**src/rtl/mips_br_pkg.sv**
```systemverilog
// rtl/mips_br_pkg.sv - branch opcodes and 2-bit predictor counter constants
package mips_br_pkg;

    localparam logic [3:0] BR_NONE = 4'd0;
    localparam logic [3:0] BR_BEQ  = 4'd1;
    localparam logic [3:0] BR_BNE  = 4'd2;
    localparam logic [3:0] BR_BLEZ = 4'd3;
    localparam logic [3:0] BR_BGTZ = 4'd4;
    localparam logic [3:0] BR_BLTZ = 4'd5;
    localparam logic [3:0] BR_BGEZ = 4'd6;
    localparam logic [3:0] BR_BEQL = 4'd7;
    localparam logic [3:0] BR_BNEL = 4'd8;

    localparam logic [1:0] SNT = 2'd0;
    localparam logic [1:0] WNT = 2'd1;
    localparam logic [1:0] WT  = 2'd2;
    localparam logic [1:0] ST  = 2'd3;

    function automatic logic [1:0] ctr_update(input logic [1:0] v, input logic taken);
        if (taken) begin
            return (v == ST) ? ST : v + 2'd1;
        end else begin
            return (v == SNT) ? SNT : v - 2'd1;
        end
    endfunction

endpackage

```
**src/rtl/d_bht.sv**
```systemverilog
// rtl/d_bht.sv - branch history table of saturating 2-bit counters
module d_bht
    import mips_br_pkg::*;
#(
    parameter int BHT_DEPTH = 16,
    localparam int IDX_W = $clog2(BHT_DEPTH)
) (
    input  logic             clk,
    input  logic             reset,
    input  logic [IDX_W-1:0] rd_idx,
    output logic             rd_taken,
    input  logic             upd_en,
    input  logic [IDX_W-1:0] upd_idx,
    input  logic             upd_taken
);

    logic [1:0] bht_q [BHT_DEPTH];
    logic [1:0] bht_d [BHT_DEPTH];

    always_comb begin
        for (int i = 0; i < BHT_DEPTH; i++) begin
            bht_d[i] = bht_q[i];
        end
        if (upd_en) begin
            bht_d[upd_idx] = ctr_update(bht_q[upd_idx], upd_taken);
        end
    end

    always_ff @(posedge clk or negedge reset) begin
        if (!reset) begin
            for (int i = 0; i < BHT_DEPTH; i++) begin
                bht_q[i] <= WNT;
            end
        end else begin
            for (int i = 0; i < BHT_DEPTH; i++) begin
                bht_q[i] <= bht_d[i];
            end
        end
    end

    // Read from the registered table: a same-cycle update is not bypassed.
    assign rd_taken = bht_q[rd_idx][1];

endmodule

```
**src/rtl/d_branch_resolve.sv**
```systemverilog
// rtl/d_branch_resolve.sv - decode-stage branch compare, likely annulment,
// BHT update and retire statistics
module d_branch_resolve
    import mips_br_pkg::*;
#(
    parameter int DW        = 32,
    parameter int BHT_DEPTH = 16,
    parameter int CNT_W     = 16
) (
    input  logic             clk,
    input  logic             reset,
    input  logic             stall,
    input  logic             d_valid,
    input  logic [31:0]      d_pc,
    input  logic [3:0]       br_op,
    input  logic             d_pred_taken,
    input  logic [DW-1:0]    rs_data,
    input  logic [DW-1:0]    rt_data,
    input  logic [31:0]      f_pc,
    output logic             f_pred_taken,
    output logic             judge,
    output logic             null_ci,
    output logic             mispredict,
    output logic [CNT_W-1:0] n_branch,
    output logic [CNT_W-1:0] n_mispred
);

    localparam int IDX_W = $clog2(BHT_DEPTH);
    localparam logic [CNT_W-1:0] CNT_ONE = {{(CNT_W-1){1'b0}}, 1'b1};
    localparam logic [CNT_W-1:0] CNT_MAX = {CNT_W{1'b1}};

    logic             is_br;
    logic             is_likely;
    logic             cond;
    logic             ret;
    logic             rs_neg;
    logic             rs_zero;
    logic [CNT_W-1:0] n_branch_q;
    logic [CNT_W-1:0] n_branch_d;
    logic [CNT_W-1:0] n_mispred_q;
    logic [CNT_W-1:0] n_mispred_d;
    logic             unused_pc;

    assign rs_neg  = rs_data[DW-1];
    assign rs_zero = (rs_data == '0);

    always_comb begin
        cond = 1'b0;
        case (br_op)
            BR_BEQ, BR_BEQL: cond = (rs_data == rt_data);
            BR_BNE, BR_BNEL: cond = (rs_data != rt_data);
            BR_BLEZ:         cond = rs_neg | rs_zero;
            BR_BGTZ:         cond = ~rs_neg & ~rs_zero;
            BR_BLTZ:         cond = rs_neg;
            BR_BGEZ:         cond = ~rs_neg;
            default:         cond = 1'b0;
        endcase
    end

    assign is_br      = d_valid & (br_op >= BR_BEQ) & (br_op <= BR_BNEL);
    assign is_likely  = (br_op == BR_BEQL) | (br_op == BR_BNEL);
    assign judge      = is_br & cond;
    assign null_ci    = d_valid & is_likely & ~cond;
    assign mispredict = is_br & (cond ^ d_pred_taken);

    // A stalled branch retires only on the cycle it leaves D.
    assign ret = is_br & ~stall;

    always_comb begin
        n_branch_d  = n_branch_q;
        n_mispred_d = n_mispred_q;
        if (ret && n_branch_q != CNT_MAX) begin
            n_branch_d = n_branch_q + CNT_ONE;
        end
        if (ret && mispredict && n_mispred_q != CNT_MAX) begin
            n_mispred_d = n_mispred_q + CNT_ONE;
        end
    end

    always_ff @(posedge clk or negedge reset) begin
        if (!reset) begin
            n_branch_q  <= '0;
            n_mispred_q <= '0;
        end else begin
            n_branch_q  <= n_branch_d;
            n_mispred_q <= n_mispred_d;
        end
    end

    assign n_branch  = n_branch_q;
    assign n_mispred = n_mispred_q;

    d_bht #(
        .BHT_DEPTH (BHT_DEPTH)
    ) u_bht (
        .clk       (clk),
        .reset     (reset),
        .rd_idx    (f_pc[IDX_W+1:2]),
        .rd_taken  (f_pred_taken),
        .upd_en    (ret),
        .upd_idx   (d_pc[IDX_W+1:2]),
        .upd_taken (cond)
    );

    assign unused_pc = ^{d_pc[31:IDX_W+2], d_pc[1:0], f_pc[31:IDX_W+2], f_pc[1:0]};

endmodule

```
**config.mk**
```make
export PLATFORM = sky130hd
export DESIGN_NAME = d_branch_resolve
export DESIGN_NICKNAME = d
export VERILOG_FILES = /design/src/rtl/mips_br_pkg.sv /design/src/rtl/d_bht.sv /design/src/rtl/d_branch_resolve.sv
export SDC_FILE = /design/constraint.sdc
export NUM_CORES = 1
export LEC_CHECK = 0
export CORE_UTILIZATION = 42
export DETAILED_ROUTE_END_ITERATION = 8
export PLACE_DENSITY_LB_ADDON = 0.3
export SKIP_CTS_REPAIR_TIMING = 1
export SLEW_MARGIN = 20
export SYNTH_ARGS = -nofsm -noshare
export SYNTH_HDL_FRONTEND = slang
export SYNTH_HIERARCHICAL = 1
export SYNTH_SLANG_ARGS = --single-unit
export TNS_END_PERCENT = 20
```
**constraint.sdc**
```tcl
create_clock -name clk -period 2.4 [get_ports clk]
set_input_delay 0.48 -clock clk [delete_from_list [all_inputs] [get_ports clk]]
set_output_delay 0.48 -clock clk [all_outputs]
set_load 0.01 [all_outputs]
```
==> impl_metrics.json <==
{
  "hold_viol": 0,
  "clk_latency_ns": 0.33,
  "port_buffers": 116,
  "routabilityCongestion": 0.796,
  "relSlewSlack_pct": 65.0,
  "async_reset_ff_share_pct": 100,
  "syn_avg_cell_area_um2": 11.7,
  "first_global_vias": 3301,
  "ir_worst_vdd_uv": 479,
  "antenna_found_initial": 0,
  "fillers": 656,
  "post-place-ws_ns": -1.08,
  "tns_ns": -3.15,
  "synthesis.area_um2": 3810,
  "fmax_mhz": 377,
  "core_um2": 8760,
  "total_power_mw": 3.16,
  "h-tree-depth": 3,
  "wirelength_um": 10100,
  "slowest_delay_ns": 0.32,
  "setup_ws_ns": -0.256,
  "path_clk_slew_ns": 0.07,
  "grt_usage_pct": 21.4,
  "initial_core_util_pct": 43.5,
  "rows": 34,
  "numCtsBuffers": 9,
  "worstMarginPinSlew_ns": 0.524,
  "wl_per_cell_um": 17.2,
  "synth_top_area_cell": "dfrtp_1",
  "ff_latch_area_um2": 1620,
  "postRouteAntennaNets": 0,
  "rsz0062_at_grt": "true",
  "drc": 0,
  "setup.worst_path.start_class": "input port",
  "utilization_pct": 66.9,
  "syn_nets": 464,
  "synth.area.top_cells": "dfrtp_1 31%, xnor2_1 14%, dfstp_2 11%",
  "synth_edf_count": 0,
  "synthCells": 325,
  "slew_violations": 0,
  "max_cap_violations": 0,
  "power_leakage_nw": 2.80,
  "violations": "negative setup slack",
  "cts_tree": "done",
  "synth_common_cells": "59 x xnor2_1, 48 x dfrtp_1, 36 x mux2_2, 21 x nand3_1, 20 x nand4_1",
  "period_share_pct": 111,
  "synth_top_cell_area_share_pct": 31.5,
  "drt_pass1_iterations": 4,
  "vias": 3209,
  "crit_family": "simple AND/OR/NAND/NOR gates",
  "crit_fanout": 3,
  "critPathSlowestCell": "nor4_2",
  "cts.sinks": 64,
  "layout-drive-gt1-share_pct": 36.4,
  "clockBufferDepth": 2,
  "ios": 173,
  "dpl.cell_count": 573,
  "fin_crit_ns": 2.66,
  "grt_pass1_wl_um": 16300,
  "n_antenna_cell": 0,
  "root_buffer": "clkbuf_8",
  "cp_data_required_time_ns": 1.92,
  "yosysUniqueCellTypes": 45,
  "hold_path.class": "in -> async",
  "synthFlopType": "dfrtp_1",
  "die_y_um": 97.3,
  "synth-seq-area-share_pct": 42.5,
  "overflow": 0,
  "synth_most_common_cell": "xnor2_1",
  "critical_path_class": "in -> out",
  "ys_ff_latch": 64,
  "power.density_nw_per_um2": 539,
  "area_delta_synth_final_pct": 53.8,
  "crit_buf_inv": 3,
  "setup_violations": 31,
  "hpwl_um": 7540,
  "fin_worst_skew_ns": 0.0176,
  "grt_max_degree": 44,
  "dieArea_um2": 9470,
  "endpoint_kind": "output pin",
  "via_per_inst": 5.43,
  "dr.first_iter.drc_count": 91,
  "die_width_um": 97.3,
  "status": "finished with violations",
  "worstPathArrival_ns": 2.18,
  "nets": 617,
  "stdcell_count": 591,
  "cp_cell_sequence": "dlymetal6s2s_1, nor4_2, nand4_1, o21bai_1, mux2i_1, buf_4, a31oi_4, nor3b_2, buf_2",
  "multi_input_area_um2": 2340,
  "yosysWarningCount": 6
}
[kinds of logic (layout without fill, tap and decap cells)]
group | Yosys count | in the layout | share of synthesized area, %
xor gates and xnor gates | 65 | 65 | 14.9
buffers and inverters | 13 | 171 | 1.94
and+or+nand+nor | 114 | 114 | 17.3
DFF | 64 | 64 | 42.5
adders and majority gates | 4 | 4 | 1.25
AOI/OAI and AO/OA | 14 | 14 | 2.95
muxes | 51 | 51 | 19.1
[stage by stage]
stage / hold slack (ns) / instance area (um^2)
global route: 0.150 / 5870
detailed placement: 0.479 / 5320
finish: 0.127 / 5870
CTS: 0.120 / 5550
floorplan: 0.184 / 3810
global placement: 0.473 / 5320
[worst paths after layout]
| kind | slack, ns | end | depth (start not counted) | from |
|---|---|---|---|---|
| setup / recovery | -0.26 | mispredict | 9 | rs_data[21] |
| hold / removal | 0.13 | u_bht/bht_q[31] | 1 | reset |
| setup reg to reg | 0.22 | n_branch[14] | 8 | n_branch[6] |
| hold reg to reg | 0.49 | n_mispred[14] | 1 | n_mispred[14] |
| max in group asynchronous | 1.60 | u_bht/bht_q[14] | 2 | reset |
| min in group clk | 0.49 | n_mispred[14] | 1 | n_mispred[14] |
[registers in the layout, summed over array words and instances, names as in the netlist]
| register | count |
|---|---|
| n_branch | 16 |
| u_bht/bht_q | 32 |
| n_mispred | 16 |
[per-layer routing]
layer	GRT usage, %	up-vias	wire (um)
met5	0	-	0
met4	7.24	0	199
met3	3.38	15	412
met2	37.3	90	5230
met1	27.1	1601	4300
li1	-	1503	-
[cell usage in the layout (no fill, tap or decap), types with 3 or more instances in the layout]
master | netlist | layout
mux2_4 | 0 | 8
and3_1 | 5 | 5
and2_1 | 3 | 3
nand3_1 | 21 | 19
dlymetal6s2s_1 | 0 | 50
nor3b_2 | 0 | 3
nand3b_1 | 3 | 3
xor2_1 | 6 | 6
nand4_1 | 20 | 20
clkbuf_8 | 0 | 10
mux4_1 | 3 | 3
xnor2_2 | 0 | 8
buf_4 | 0 | 27
dfstp_2 | 16 | 16
xnor2_1 | 59 | 51
nor2_1 | 17 | 16
nor3b_1 | 6 | 3
dfrtp_1 | 48 | 48
buf_2 | 1 | 4
buf_6 | 3 | 11
mux4_2 | 10 | 10
nor4_2 | 0 | 8
nand2_1 | 14 | 13
clkbuf_2 | 1 | 15
mux2_2 | 36 | 28
clkdlybuf4s50_1 | 0 | 42
[power breakdown]
part | total (mW) | internal [mW] | switching [mW]
combinational | 0.796 | 0.470 | 0.327
sequential | 1.33 | 1.21 | 0.115
clock | 1.04 | 0.616 | 0.420
total | 3.16 | 2.30 | 0.861
[area by class of cell]
type | count | share of cell area, %
Clock inverter | 6 | 1.58
Clock buffer | 10 | 2.35
Tap cell | 108 | 2.30
Timing Repair Buffer | 152 | 26.0
Multi-Input combinational cell | 248 | 40.0
Sequential cell | 64 | 27.6
Inverter | 3 | 0.192
Note: power is estimated with default switching activity, not from simulation.
